$ cat src/rtl/memory_access_stage.sv
// Memory stage: drives data-RAM req/ack transactions for loads/stores,
// stalls upstream while busy, and holds the memory/writeback register.
// Ports: clock/reset (async, active-low); memory_* latch inputs;
// ram_* request port (req/we/address/wdata out, rdata/ack in);
// memory_stall (comb); writeback_* registered outputs.
module memory_access_stage #(
  parameter int ADDR_WIDTH = 12,
  parameter int TIMEOUT    = 255
) (
  input  logic                  clock,
  input  logic                  reset,
  input  logic [31:0]           memory_instruction,
  input  logic [31:0]           memory_input_a,
  input  logic [31:0]           memory_input_b,
  input  logic [4:0]            memory_regfile_write_address,
  input  logic                  memory_refile_write_en,
  input  logic                  memory_ram_to_register_en,
  input  logic                  memory_write_to_ram_en,
  input  logic                  memory_overflow,
  output logic                  ram_req,
  output logic                  ram_we,
  output logic [ADDR_WIDTH-1:0] ram_address,
  output logic [31:0]           ram_wdata,
  input  logic [31:0]           ram_rdata,
  input  logic                  ram_ack,
  output logic                  memory_stall,
  output logic [31:0]           writeback_instruction,
  output logic [31:0]           writeback_data,
  output logic [4:0]            writeback_regfile_write_address,
  output logic                  writeback_regfile_write_en,
  output logic                  writeback_overflow,
  output logic                  writeback_bus_error
);

  localparam int CW = $clog2(TIMEOUT + 1);

  typedef enum logic [1:0] {
    IDLE   = 2'd0,
    ACCESS = 2'd1,
    DONE   = 2'd2
  } state_t;

  state_t        state;
  state_t        state_nxt;
  logic [CW-1:0] count;
  logic          error;
  logic [31:0]   rdata_q;
  logic          access;
  logic          timeout_hit;

  // Overflowing loads/stores never touch the RAM.
  assign access = (memory_ram_to_register_en
                 | memory_write_to_ram_en)
                & ~memory_overflow;

  assign timeout_hit = (count == CW'(TIMEOUT - 1));

  always_ff @(posedge clock or negedge reset) begin
    if (!reset) state <= IDLE;
    else        state <= state_nxt;
  end

  always_comb begin
    state_nxt = state;
    unique case (state)
      IDLE:    if (access) state_nxt = ACCESS;
      ACCESS:  if (ram_ack || timeout_hit)
                 state_nxt = DONE;
      DONE:    state_nxt = IDLE;
      default: state_nxt = IDLE;
    endcase
  end

  always_comb begin
    memory_stall = 1'b0;
    unique case (state)
      IDLE:    memory_stall = access;
      ACCESS:  memory_stall = 1'b1;
      default: memory_stall = 1'b0;
    endcase
  end

  always_ff @(posedge clock or negedge reset) begin
    if (!reset) begin
      ram_req                         <= 1'b0;
      ram_we                          <= 1'b0;
      ram_address                     <= '0;
      ram_wdata                       <= '0;
      count                           <= '0;
      error                           <= 1'b0;
      rdata_q                         <= '0;
      writeback_instruction           <= '0;
      writeback_data                  <= '0;
      writeback_regfile_write_address <= '0;
      writeback_regfile_write_en      <= 1'b0;
      writeback_overflow              <= 1'b0;
      writeback_bus_error             <= 1'b0;
    end else begin
      unique case (state)
        IDLE: begin
          if (access) begin
            ram_req     <= 1'b1;
            ram_we      <= memory_write_to_ram_en;
            ram_address <=
              memory_input_a[ADDR_WIDTH+1:2];
            ram_wdata   <= memory_input_b;
            count       <= '0;
            writeback_instruction           <= '0;
            writeback_data                  <= '0;
            writeback_regfile_write_address <= '0;
            writeback_regfile_write_en      <= 1'b0;
            writeback_overflow              <= 1'b0;
            writeback_bus_error             <= 1'b0;
          end else begin
            writeback_instruction <= memory_instruction;
            writeback_data        <= memory_input_a;
            writeback_regfile_write_address <=
              memory_regfile_write_address;
            writeback_regfile_write_en <=
              memory_refile_write_en & ~memory_overflow;
            writeback_overflow  <= memory_overflow;
            writeback_bus_error <= 1'b0;
          end
        end
        ACCESS: begin
          writeback_instruction           <= '0;
          writeback_data                  <= '0;
          writeback_regfile_write_address <= '0;
          writeback_regfile_write_en      <= 1'b0;
          writeback_overflow              <= 1'b0;
          writeback_bus_error             <= 1'b0;
          if (ram_ack) begin
            ram_req <= 1'b0;
            ram_we  <= 1'b0;
            rdata_q <= ram_rdata;
          end else if (timeout_hit) begin
            ram_req <= 1'b0;
            ram_we  <= 1'b0;
            error   <= 1'b1;
          end else begin
            count <= count + CW'(1);
          end
        end
        DONE: begin
          writeback_instruction <= memory_instruction;
          writeback_data <= memory_ram_to_register_en
                          ? rdata_q : memory_input_a;
          writeback_regfile_write_address <=
            memory_regfile_write_address;
          writeback_regfile_write_en <=
            memory_refile_write_en & ~error;
          writeback_overflow  <= memory_overflow;
          writeback_bus_error <= error;
          error               <= 1'b0;
        end
        default: ;
      endcase
    end
  end

endmodule

$ cat config.mk
export PLATFORM = sky130hd
export DESIGN_NAME = memory_access_stage
export DESIGN_NICKNAME = d
export VERILOG_FILES = /design/src/rtl/memory_access_stage.sv
export SDC_FILE = /design/constraint.sdc
export NUM_CORES = 1
export LEC_CHECK = 0
export BUFFER_PORTS_ARGS = -buffer_cell sky130_fd_sc_hd__buf_2
export CAP_MARGIN = 15
export CORE_MARGIN = 2
export CORE_UTILIZATION = 52
export DETAILED_ROUTE_END_ITERATION = 16
export PLACE_DENSITY_LB_ADDON = 0.05
export SYNTH_ARGS = -nofsm -noshare
export SYNTH_HDL_FRONTEND = slang
export SYNTH_SLANG_ARGS = --single-unit
export TNS_END_PERCENT = 50
$ cat constraint.sdc
create_clock -name clock -period 3.6 [get_ports clock]
set_input_delay 0.54 -clock clock [delete_from_list [all_inputs] [get_ports clock]]
set_output_delay 0.54 -clock clock [all_outputs]
set_load 0.02 [all_outputs]
Yosys cells after proc, flatten, opt, wreduce, memory -nomap -nowiden
Index checks and enable logic that the tools add are counted.
{"block": "word_totals", "register_bits": 161, "latch_bits": 0, "ram_bits": 0, "mem_bits_ro": 0, "in_bits": 140, "out_inout_bits": 119, "wordCells": 72, "memories": 0}
{"block": "classes", "addsub": 1, "multipliers": 0, "n_div": 0, "order_cmp": 0, "eq_ne": 9, "n_shift": 0, "n_mux": 29, "n_bitwise": 6, "reduce_logical": 13}
{"op": "$pmux W32 S3", "n": 2}
{"op": "$mux W32", "n": 3}
{"op": "$mux W8", "n": 3}
{"op": "$pmux W8 S2", "n": 1}
{"op": "$pmux W5 S3", "n": 1}
{"op": "$ne A2 B2 Y1 const B", "n": 5}
{"op": "$pmux W1 S2", "n": 5}
{"op": "$add A8 B1 Y8 const B", "n": 1}
{"op": "$eq A8 B8 Y1 const B", "n": 1}
{"op": "$mux W1", "n": 8}
{"op": "$pmux W1 S3", "n": 2}
{"op": "$reduce_and A2 Y1", "n": 3}
{"op": "$reduce_and A3 Y1", "n": 2}
{"op": "$reduce_bool A2 Y1", "n": 3}
{"op": "$mux W5", "n": 1}
{"op": "$mux W2", "n": 2}
{"op": "$pmux W2 S2", "n": 1}
{"op": "$reduce_and A4 Y1", "n": 1}
{"op": "$and A1 B1 Y1", "n": 3}
{"op": "$ne A3 B3 Y1 const B", "n": 1}
{"op": "$reduce_bool A3 Y1", "n": 1}
{"op": "$eq A2 B1 Y1 const B", "n": 1}
{"op": "$eq A2 B2 Y1 const B", "n": 1}
{"op": "$logic_not A2 Y1", "n": 1}
{"op": "other kinds (4)", "n": 5}

Longest topological paths before layout
Gate-level depths: netlist (run 1).
{"block": "logic_depth", "word_depth": 4, "depth_mapped": 8, "depth_no_buf": 6}

Worst setup path before layout (run 1)
Ideal clock, no wire load.
{"block": "synth_path", "path_type": "input -> output", "start": "input port memory_ram_to_register_en", "end": "output port memory_stall", "arrival_time_ns": 1.388, "required_time_ns": 3.060, "slack_ns": 1.672, "stages": 6, "path_buffers": 3, "cell_sequence": "buf_6 -> o21ba_2 -> nand2_1 -> buf_4 -> buf_6 -> nand2_1"}
{"block": "synth_between", "elab_chain_cells": 3}
{"element": "from (decl)", "line": "17", "source": "input logic memory_ram_to_register_en,"}
{"element": "$or A1 B1 Y1", "line": "53", "source": "| memory_write_to_ram_en)"}
{"element": "$and A1 B1 Y1", "line": "54", "source": "& ~memory_overflow;"}
{"element": "$pmux W1 S2", "line": "76", "source": "unique case (state)"}
{"element": "to (decl)", "line": "26", "source": "output logic memory_stall,"}
Every way passes these cells.

Worst setup path in the final report (run 1)
{"block": "layout_path", "start": "register state[1]", "end": "output port memory_stall"}
{"block": "layout_between", "elab_chain_cells": 2, "elab_cells_between_ends": 3, "cone_classes": "eq/ne: 1; mux: 1; reduce/logical: 1"}
{"element": "from (decl)", "line": "43", "source": "state_t state;"}
{"element": "from (signal assigned)", "line": "60", "source": "else state <= state_nxt;"}
{"element": "$eq A2 B1 Y1 / $logic_not A2 Y1 (equally long branches)", "line": "76"}
{"element": "$pmux W1 S2 *", "line": "76"}
Mark *: on every way between the ends. The rest lies on a longest branch, timed or not.

==> reports/results.ini, run 1 <==
[drt]
drt_first_pass_iters=5
num_vias=5044
drc=0
wl_per_cell_um=17.1
via_per_inst=5.34
ant_nets=0
wirelength_mm=16.1
drt_iter0_drc=315

[yosys]
ys_seq_elements=161
synth_common_cells=dfrtp_1, mux2_2, inv_1
synth.most_common_cell=dfrtp_1
async_flop_share_pct=100
avgSynthCellArea_um2=13.0
synth.distinct_cells=45
yosys.area.top_type=dfrtp_1
yosys_warnings=0
synth_top_area_share_pct=61.0
synthesis.area_mm2=0.00660
syn_nets=652
synth_edf_count=0
synth_ff_type=dfrtp_1
ys_seq_area_share_pct=61.0
synth_cells=506
netlist_top_cells_area=dfrtp_1, mux2_2, a22o_1, a221oi_1, a21oi_1

[die]
core_mm2=0.0125
ios=259
row_count=41
start_util_pct=52.7
die_area_mm2=0.0136
die_y_um=117
die_w_um=117

[cells_and_area]
layout-drive-gt1-share_pct=49.4
ff_latch_area_mm2=0.00403
area_growth_pct=31.5
stdcell_area_mm2=0.00868
multi_input_comb_area_mm2=0.00225
nFillCells=958
finalNetCount=903
fin_util_pct=69.4

[place]
placed_cell_area_mm2=0.00801
finalWeightedCongestion=0.802
port_buffers=258
pre_cts_ws_ns=1.07
hpwl_mm=11.1

[critical_path]
cp_data_arrival_time_ns=2.06
start_kind=register
crit_required_ns=3.06
cp_cell_sequence=inv_1 -> ha_1 -> inv_1 -> nand2_1 -> buf_2
slowest_stage=ha_1
r2r_cells=6
end_kind=primary output
crit_type=reg2out
max_stage_delay_ns=0.54
cp_common_cell=inv_1
worst-path-buf-inv=3
r2r_start=state[1]$_DFFE_PN0P_
cpLargestDelayFamily=buffers and inverters
crit_fanout=17
regToRegEndpoint=count[5]$_DFFE_PN0P_
r2r_slack_ns=1.49

[timing]
fin_tns_setup_ns=0
finalCriticalPeriod_ns=2.60
hold_viol_final=0
rsz0062_at_grt=false
skew_ns=0.00473
relSlewSlack_pct=28.2
period_share_pct=72.3
setup_ws_ns=0.996
finalMaxSlewViolations=0
fmax_mhz=384
worst_pin_slew_ns=1.08
finalSetupViolCount=0

[global_routing]
grt_max_degree=108
grt_overflow=0
antenna_found_initial=3
grt_pass1_vias=4847
grt_pass1_wl_mm=24.1
grt_util_all_layers_pct=23.3

[clock_tree]
clkTransAtPathRegs_ns=0.06
h-tree-depth=4
cts_tree=yes
post_cts_buffers=0
clk_latency_ns=0.42
numCtsBuffers=17
clockBufferDepth=2
cts-root-buf=clkbuf_16
cts.sinks=161
cts_resized=0
hold_buffers=0

[run]
drv_cap=0

[pwr]
power_density_mw_per_mm2=945
leakage_nw=4.39
vdd_drop_max_mv=0.770

[outcome]
status=completed

[hold_path]
hp-class=in2async

[metal layers]
layer  wire length (µm)  vias up  GRT usage [%]
met3               1380       24           7.73
met5                 13        -              0
met2               7860      204           37.7
met4                292        2           9.57
li1                   -     2333              -
met1               6570     2481           29.2
[layout by cell type, fill, tap and decap left out, types with 2 or more instances in the layout]
master / synthesis / final
a21oi_1: 37 / 37
o22a_1: 4 / 4
nor4_1: 2 / 2
nor2_1: 3 / 3
buf_4: 2 / 6
ha_1: 6 / 5
clkbuf_16: 0 / 17
and3_1: 2 / 2
a31oi_1: 3 / 3
bufinv_16: 0 / 4
clkinv_2: 0 / 4
nor3_1: 2 / 2
mux2_2: 76 / 76
nand2_1: 20 / 19
a221oi_1: 30 / 30
dfrtp_1: 161 / 161
a22o_1: 37 / 37
nand3_1: 7 / 7
diode_2: 0 / 2
a21o_1: 3 / 3
and2_1: 2 / 2
nand4_1: 2 / 2
mux2i_1: 3 / 3
o211ai_1: 2 / 2
buf_2: 11 / 257
o21ai_0: 9 / 9
clkinvlp_4: 0 / 2
inv_1: 40 / 40
clkbuf_8: 0 / 4
or4_1: 3 / 3
[how the worst max path moves through the flow]
stage / from / to / slack [ns] / cells past startpoint
finish: state[1]$_DFFE_PN0P_ / memory_stall / 1.0 / 5
detailed placement: state[0]$_DFFE_PN0P_ / writeback_instruction[22]$_DFFE_PN0P_ / 1.07 / 5
global route: state[1]$_DFFE_PN0P_ / memory_stall / 0.87 / 5
floorplan: memory_ram_to_register_en / memory_stall / 1.67 / 6
global placement: state[0]$_DFFE_PN0P_ / writeback_instruction[6]$_DFFE_PN0P_ / 1.23 / 5
CTS: state[1]$_DFFE_PN0P_ / memory_stall / 0.99 / 5
[worst reg2reg max path, stage by stage, from the launching register on]
cell     delay, ns
dfrtp_1       0.43
inv_1         0.10
ha_1          0.54
nor2_1        0.13
a21o_1        0.27
or4_1         0.48
nand3_1       0.09
[power breakdown]
group	switching (mW)	leakage [nW]	internal, mW
Combinational	1.93	2.08	1.35
Sequential	0.412	2.00	2.60
Clock	0.682	0.312	1.23
[sequential cells by signal (all words and copies together) (netlist names)]
name / cells
rdata_q: 32
error: 1
state: 2
ram_wdata: 32
writeback_overflow: 1
writeback_instruction: 32
ram_address: 12
ram_req: 1
writeback_regfile_write_address: 5
writeback_data: 32
ram_we: 1
writeback_regfile_write_en: 1
writeback_bus_error: 1
count: 8
[per-stage QoR]
stage / hold WS, ns / total power, mW / std cells
after floorplan: 0.244 / 5.22 / 506
after global placement: 0.470 / 6.14 / 909
after detailed placement: 0.477 / 6.28 / 909
after CTS: 0.252 / 8.21 / 941
after global routing: 0.283 / 8.69 / 944
final: 0.193 / 8.20 / 944
[cell type report]
class | count | share of cell area, %
diodes | 2 | 0.0576
flip-flops and latches | 161 | 46.4
clock inverters | 10 | 1.79
repair buffers | 266 | 16.0
well taps | 172 | 2.48
multi-input cells | 271 | 26.0
inverters | 40 | 1.73
clock buffers | 22 | 5.58
[cell families (layout without fill, tap and decap cells)]
| group | count (synthesis) | after routing | share of synthesized area, % |
|---|---|---|---|
| AO/OA/AOI/OAI | 134 | 134 | 15.0 |
| adder cells (fa/ha/maj) | 6 | 6 | 1.14 |
| buffers and inverters | 74 | 338 | 5.12 |
| flip-flops | 161 | 161 | 61.0 |
| multiplexers | 79 | 79 | 13.4 |
| other | 0 | 2 | 0 |
| AND/OR/NAND/NOR | 52 | 52 | 4.26 |
No activity file was read; power rests on OpenSTA's default activity.
==> inputs of run 2 (changes only) <==
- CORE_UTILIZATION: 52 -> 49
- clock period: 3.6 -> 2.68 ns (I/O delays scaled with it)
==> run 2 against run 1 <==
Against the previous run: die area increased by 5.9%; cell count rose by 0.11%; clock power up 28%; first-iteration DRC count is 2.5% lower; global-route usage down 0.31 points; non-clock buffer count is 3 higher; sequential share of layout area is 0.18 points higher; sequential cell count did not move; sequential power rose by 34%; clock skew is 0.0012 ns higher; final area is 0.39% lower.
==> reports/results.ini, run 2 (synthesized netlist as in run 1, its figures left out) <==
[timing]
fin_tns_setup_ns=0
fmax_mhz=411
rsz0062_at_grt=false
relSlewSlack_pct=60.8
finalMaxSlewViolations=0
skew_ns=0.00591
period_share_pct=90.7
worst_pin_slew_ns=0.589
finalSetupViolCount=0
hold_viol_final=0
setup_ws_ns=0.249
finalCriticalPeriod_ns=2.43

[cells_and_area]
area_growth_pct=31.0
layout_common_cells=buf_2, dfrtp_1, mux2_2
layout-drive-gt1-share_pct=49.2
antennaDiodeCount=0
fin_util_pct=65.6
final_common_cell=buf_2
finalNetCount=906
layout.cells.non_filler=945
nFillCells=1029

[clock_tree]
cts.sinks=161
clockBufferDepth=2
h-tree-depth=4
cts-root-buf=clkbuf_16
clk_latency_ns=0.42
cts_tree=yes
clkTransAtPathRegs_ns=0.06
numCtsBuffers=17

[pwr]
vdd_drop_max_mv=0.624
leakage_nw=4.37
power_density_mw_per_mm2=1250
fin_total_pwr_mw=10.8

[hold_path]
hp-start=memory_instruction[5]
worstHoldPathCells=2
hold_end=writeback_instruction[5]$_DFFE_PN0P_
hp-class=in2reg

[die]
die_area_mm2=0.0144
die_w_um=120
row_count=42
start_util_pct=50.0
ios=259
die_y_um=120
core_mm2=0.0132

[critical_path]
start_kind=register
r2r_cells=6
crit_fanout=17
r2r_slack_ns=0.58
end_kind=primary output
crit_type=reg2out
setup.worst_path.start=state[1]$_DFFE_PN0P_
regToRegEndpoint=count[5]$_DFFE_PN0P_
crit_required_ns=2.28
cp_data_arrival_time_ns=2.03
r2r_start=state[1]$_DFFE_PN0P_

[drt]
drc=0
drt_iter0_drc=307
wirelength_mm=16.1
num_vias=5049
ant_nets=0
drt_first_pass_iters=4
via_per_inst=5.34
wl_per_cell_um=17.1

[place]
hpwl_mm=11.3
dp_cells=916
finalWeightedCongestion=0.845
port_buffers=258
pre_cts_ws_ns=0.567

[global_routing]
grt_overflow=0
grt_util_all_layers_pct=23.0
use_met3_pct=6.89
use_met2_pct=37.0
busiest_layer=met2
grt_max_degree=66
grt_pass1_vias=5203
antenna_found_initial=0
grt_util_met1_pct=29.1
grt_pass1_wl_mm=26.0

[run]
drv_cap=0

[outcome]
status=completed

run 2: changes by cell type in the layout (fill, tap and decap cells not counted), sizes merged:
cell / delta
buf: +2
clkbuf: +1
bufinv: -1
clkinv: -3
dlygate4sd3: +1
clkinvlp: -1
diode: -2
run 2: timing repair:
| item | 4_1_cts | 5_1_grt |
|---|---|---|
| resized for setup | 0 | 0 |
| hold endpoints to repair | 47 | 0 |
| hold buffers | 1 | 0 |
| buffers inserted | 0 | 0 |
run 2: worst max-delay path: stages (launching register included):
cell	delay [ns]
dfrtp_1	0.44
inv_1	0.11
ha_1	0.51
inv_1	0.27
nand2_1	0.12
buf_2	0.18
run 2: worst max path at each step:
stage	to	slack, ns	cells after the start
6_report	memory_stall	0.25	5
2_1_floorplan	memory_stall	0.98	7
4_1_cts	memory_stall	0.21	5
5_1_grt	memory_stall	0.06	5
3_3_place_gp	ram_wdata[29]$_DFFE_PN0P_	0.63	5
3_5_place_dp	ram_address[0]$_DFFE_PN0P_	0.57	5
run 2: area by class of cell:
| type | instances | area (µm²) | share of cell area (%) |
|---|---|---|---|
| repair buffers | 269 | 1400 | 16.1 |
| inverters | 40 | 150 | 1.74 |
| clock inverters | 5 | 103 | 1.19 |
| flip-flops and latches | 161 | 4030 | 46.6 |
| clock buffers | 23 | 498 | 5.76 |
| well taps | 176 | 220 | 2.55 |
| multi-input cells | 271 | 2250 | 26.1 |
run 2: layer usage:
metal	vias to the layer above	share of wire (%)
li1	2344	-
met1	2479	41
met2	202	49
met3	24	7.3
met4	0	2.4
met5	-	0
run 2: through the flow:
stage                     hold slack, ns  instance area [µm²]
after floorplan                    0.106                 6600
after global placement             0.422                 8040
after detailed placement           0.425                 8040
after CTS                          0.181                 8650
after global routing               0.175                 8650
final                              0.197                 8650
run 2: report_power, final:
| part | switching (mW) | leakage (nW) | internal [mW] | total (mW) |
|---|---|---|---|---|
| clock network | 0.881 | 0.293 | 1.57 | 2.45 |
| registers | 0.545 | 2.00 | 3.49 | 4.04 |
| logic | 2.58 | 2.08 | 1.76 | 4.34 |
| total | 4.01 | 4.37 | 6.82 | 10.8 |
==> inputs of run 3 (changes only) <==
- CORE_UTILIZATION: 49 -> 45
==> run 3 against run 2 <==
Against the previous run: global-route usage decreased by 1.8 points; combinational power about the same; sequential cell count unchanged; first-iteration DRC count decreased by 11%; clock-buffer cell count unchanged.
==> reports/results.ini, run 3 (synthesized netlist as in run 1, its figures left out) <==
[timing]
fin_tns_setup_ns=0
finalCriticalPeriod_ns=2.22
worst_pin_slew_ns=0.518
finalSetupViolCount=0
rsz0062_at_grt=false
setup_ws_ns=0.462
period_share_pct=82.8
relSlewSlack_pct=65.5
fmax_mhz=451
skew_ns=0.00489
finalMaxSlewViolations=0
hold_viol_final=0
hold_ws_ns=0.198

[pwr]
vdd_drop_max_mv=0.508
leakage_nw=4.41
intPower_mw=6.92
p_sw_mw=4.04
power_frac_comb_pct=39.6
seq_power_share_pct=36.7
swShare_pct=36.8
fin_total_pwr_mw=11.0
clkPwrFrac_pct=23.6
power_density_mw_per_mm2=1250

[global_routing]
grt_max_degree=56
grt_pass1_vias=5191
grt_pass1_wl_mm=26.6
grt_overflow=0
grt_util_all_layers_pct=21.2
antenna_found_initial=0

[clock_tree]
h-tree-depth=4
cts_resized=0
cts_tree=yes
clockBufferDepth=2
numCtsBuffers=17
clkTransAtPathRegs_ns=0.06
cts-root-buf=clkbuf_16
cts.sinks=161
clk_latency_ns=0.42

[drt]
drt_iter0_drc=274
drc=0
ant_nets=0
wirelength_mm=16.2
num_vias=5058
drt_first_pass_iters=4
via_per_inst=5.26
wl_per_cell_um=16.8

[critical_path]
max_stage_delay_ns=0.42
crit_type=reg2out
crit_required_ns=2.28
start_kind=register
cp_cell_sequence=inv_1 -> ha_1 -> nand2_2 -> nand2_1 -> buf_2
worst-path-buf-inv=2
slowest_stage=dfrtp_1
end_kind=primary output
cpLargestDelayFamily=flip-flops
crit_fanout=9
cp_data_arrival_time_ns=1.82

[cells_and_area]
layout_common_cells=buf_2, dfrtp_1, mux2_2
area_growth_pct=32.2
finalNetCount=910
antennaDiodeCount=0
layout-drive-gt1-share_pct=49.5
final_common_cell=buf_2
layout.cells.non_filler=961

[place]
pre_cts_ws_ns=0.711
port_buffers=258
finalWeightedCongestion=0.841
dp_cells=928
hpwl_mm=11.3

[hold_path]
hp-class=in2reg

[die]
ios=259
die_w_um=125
core_mm2=0.0144
die_y_um=125
die_area_mm2=0.0157
row_count=44
start_util_pct=45.8

[run]
drv_cap=0

[outcome]
status=completed

run 3: final cells by class:
| type | count | area, µm² |
|---|---|---|
| Sequential cell | 161 | 4030 |
| Clock buffer | 23 | 488 |
| Multi-Input combinational cell | 271 | 2250 |
| Timing Repair Buffer | 273 | 1430 |
| Inverter | 40 | 150 |
| Fill cell | 1184 | 5700 |
| Clock inverter | 9 | 153 |
| Tap cell | 184 | 230 |
run 3: worst paths after layout:
check                                                      from                                              to  slack [ns]  cells past startpoint
min in group asynchronous                                 reset                      ram_address[3]$_DFFE_PN0P_        0.49                      2
worst min-delay path            memory_regfile_write_address[1]  writeback_regfile_write_address[1]$_DFFE_PN0P_        0.20                      2
max in group asynchronous                                 reset                  writeback_data[20]$_DFFE_PN0P_        1.46                      3
worst min register to register   writeback_data[30]$_DFFE_PN0P_                  writeback_data[30]$_DFFE_PN0P_        0.49                      2
worst max register to register             state[0]$_DFFE_PN0P_           writeback_instruction[12]$_DFFE_PN0P_        0.71                      6
worst max-delay path                       state[0]$_DFFE_PN0P_                                    memory_stall        0.46                      5
run 3: routing by layer:
metal	part of all wire [%]	up-vias	global-route usage [%]
li1	-	2355	-
met1	43	2493	27.2
met2	48	182	34.1
met3	6.9	28	6.16
met4	2.3	0	8.50
met5	0	-	0
run 3: repair_timing:
item / CTS / global route
hold buffers: 1 / 0
setup endpoints to repair: 0 / 0
hold endpoints to repair: 51 / 0
setup buffers: 0 / 0
run 3: stage by stage:
stage | util (%) | area [µm²]
3_3_place_gp | 56.0 | 8080
2_1_floorplan | - | 6600
3_5_place_dp | 56.0 | 8080
6_report | 60.5 | 8730
4_1_cts | 60.5 | 8730
5_1_grt | 60.5 | 8730
run 3: power by group through the flow:
stage	combinational, mW	sequential [mW]	clock [mW]
2_1_floorplan	2.06	4.96	0
3_3_place_gp	4.30	4.00	0
3_5_place_dp	4.39	4.05	0
4_1_cts	4.39	4.03	2.65
5_1_grt	4.71	4.16	2.75
6_report	4.34	4.02	2.59
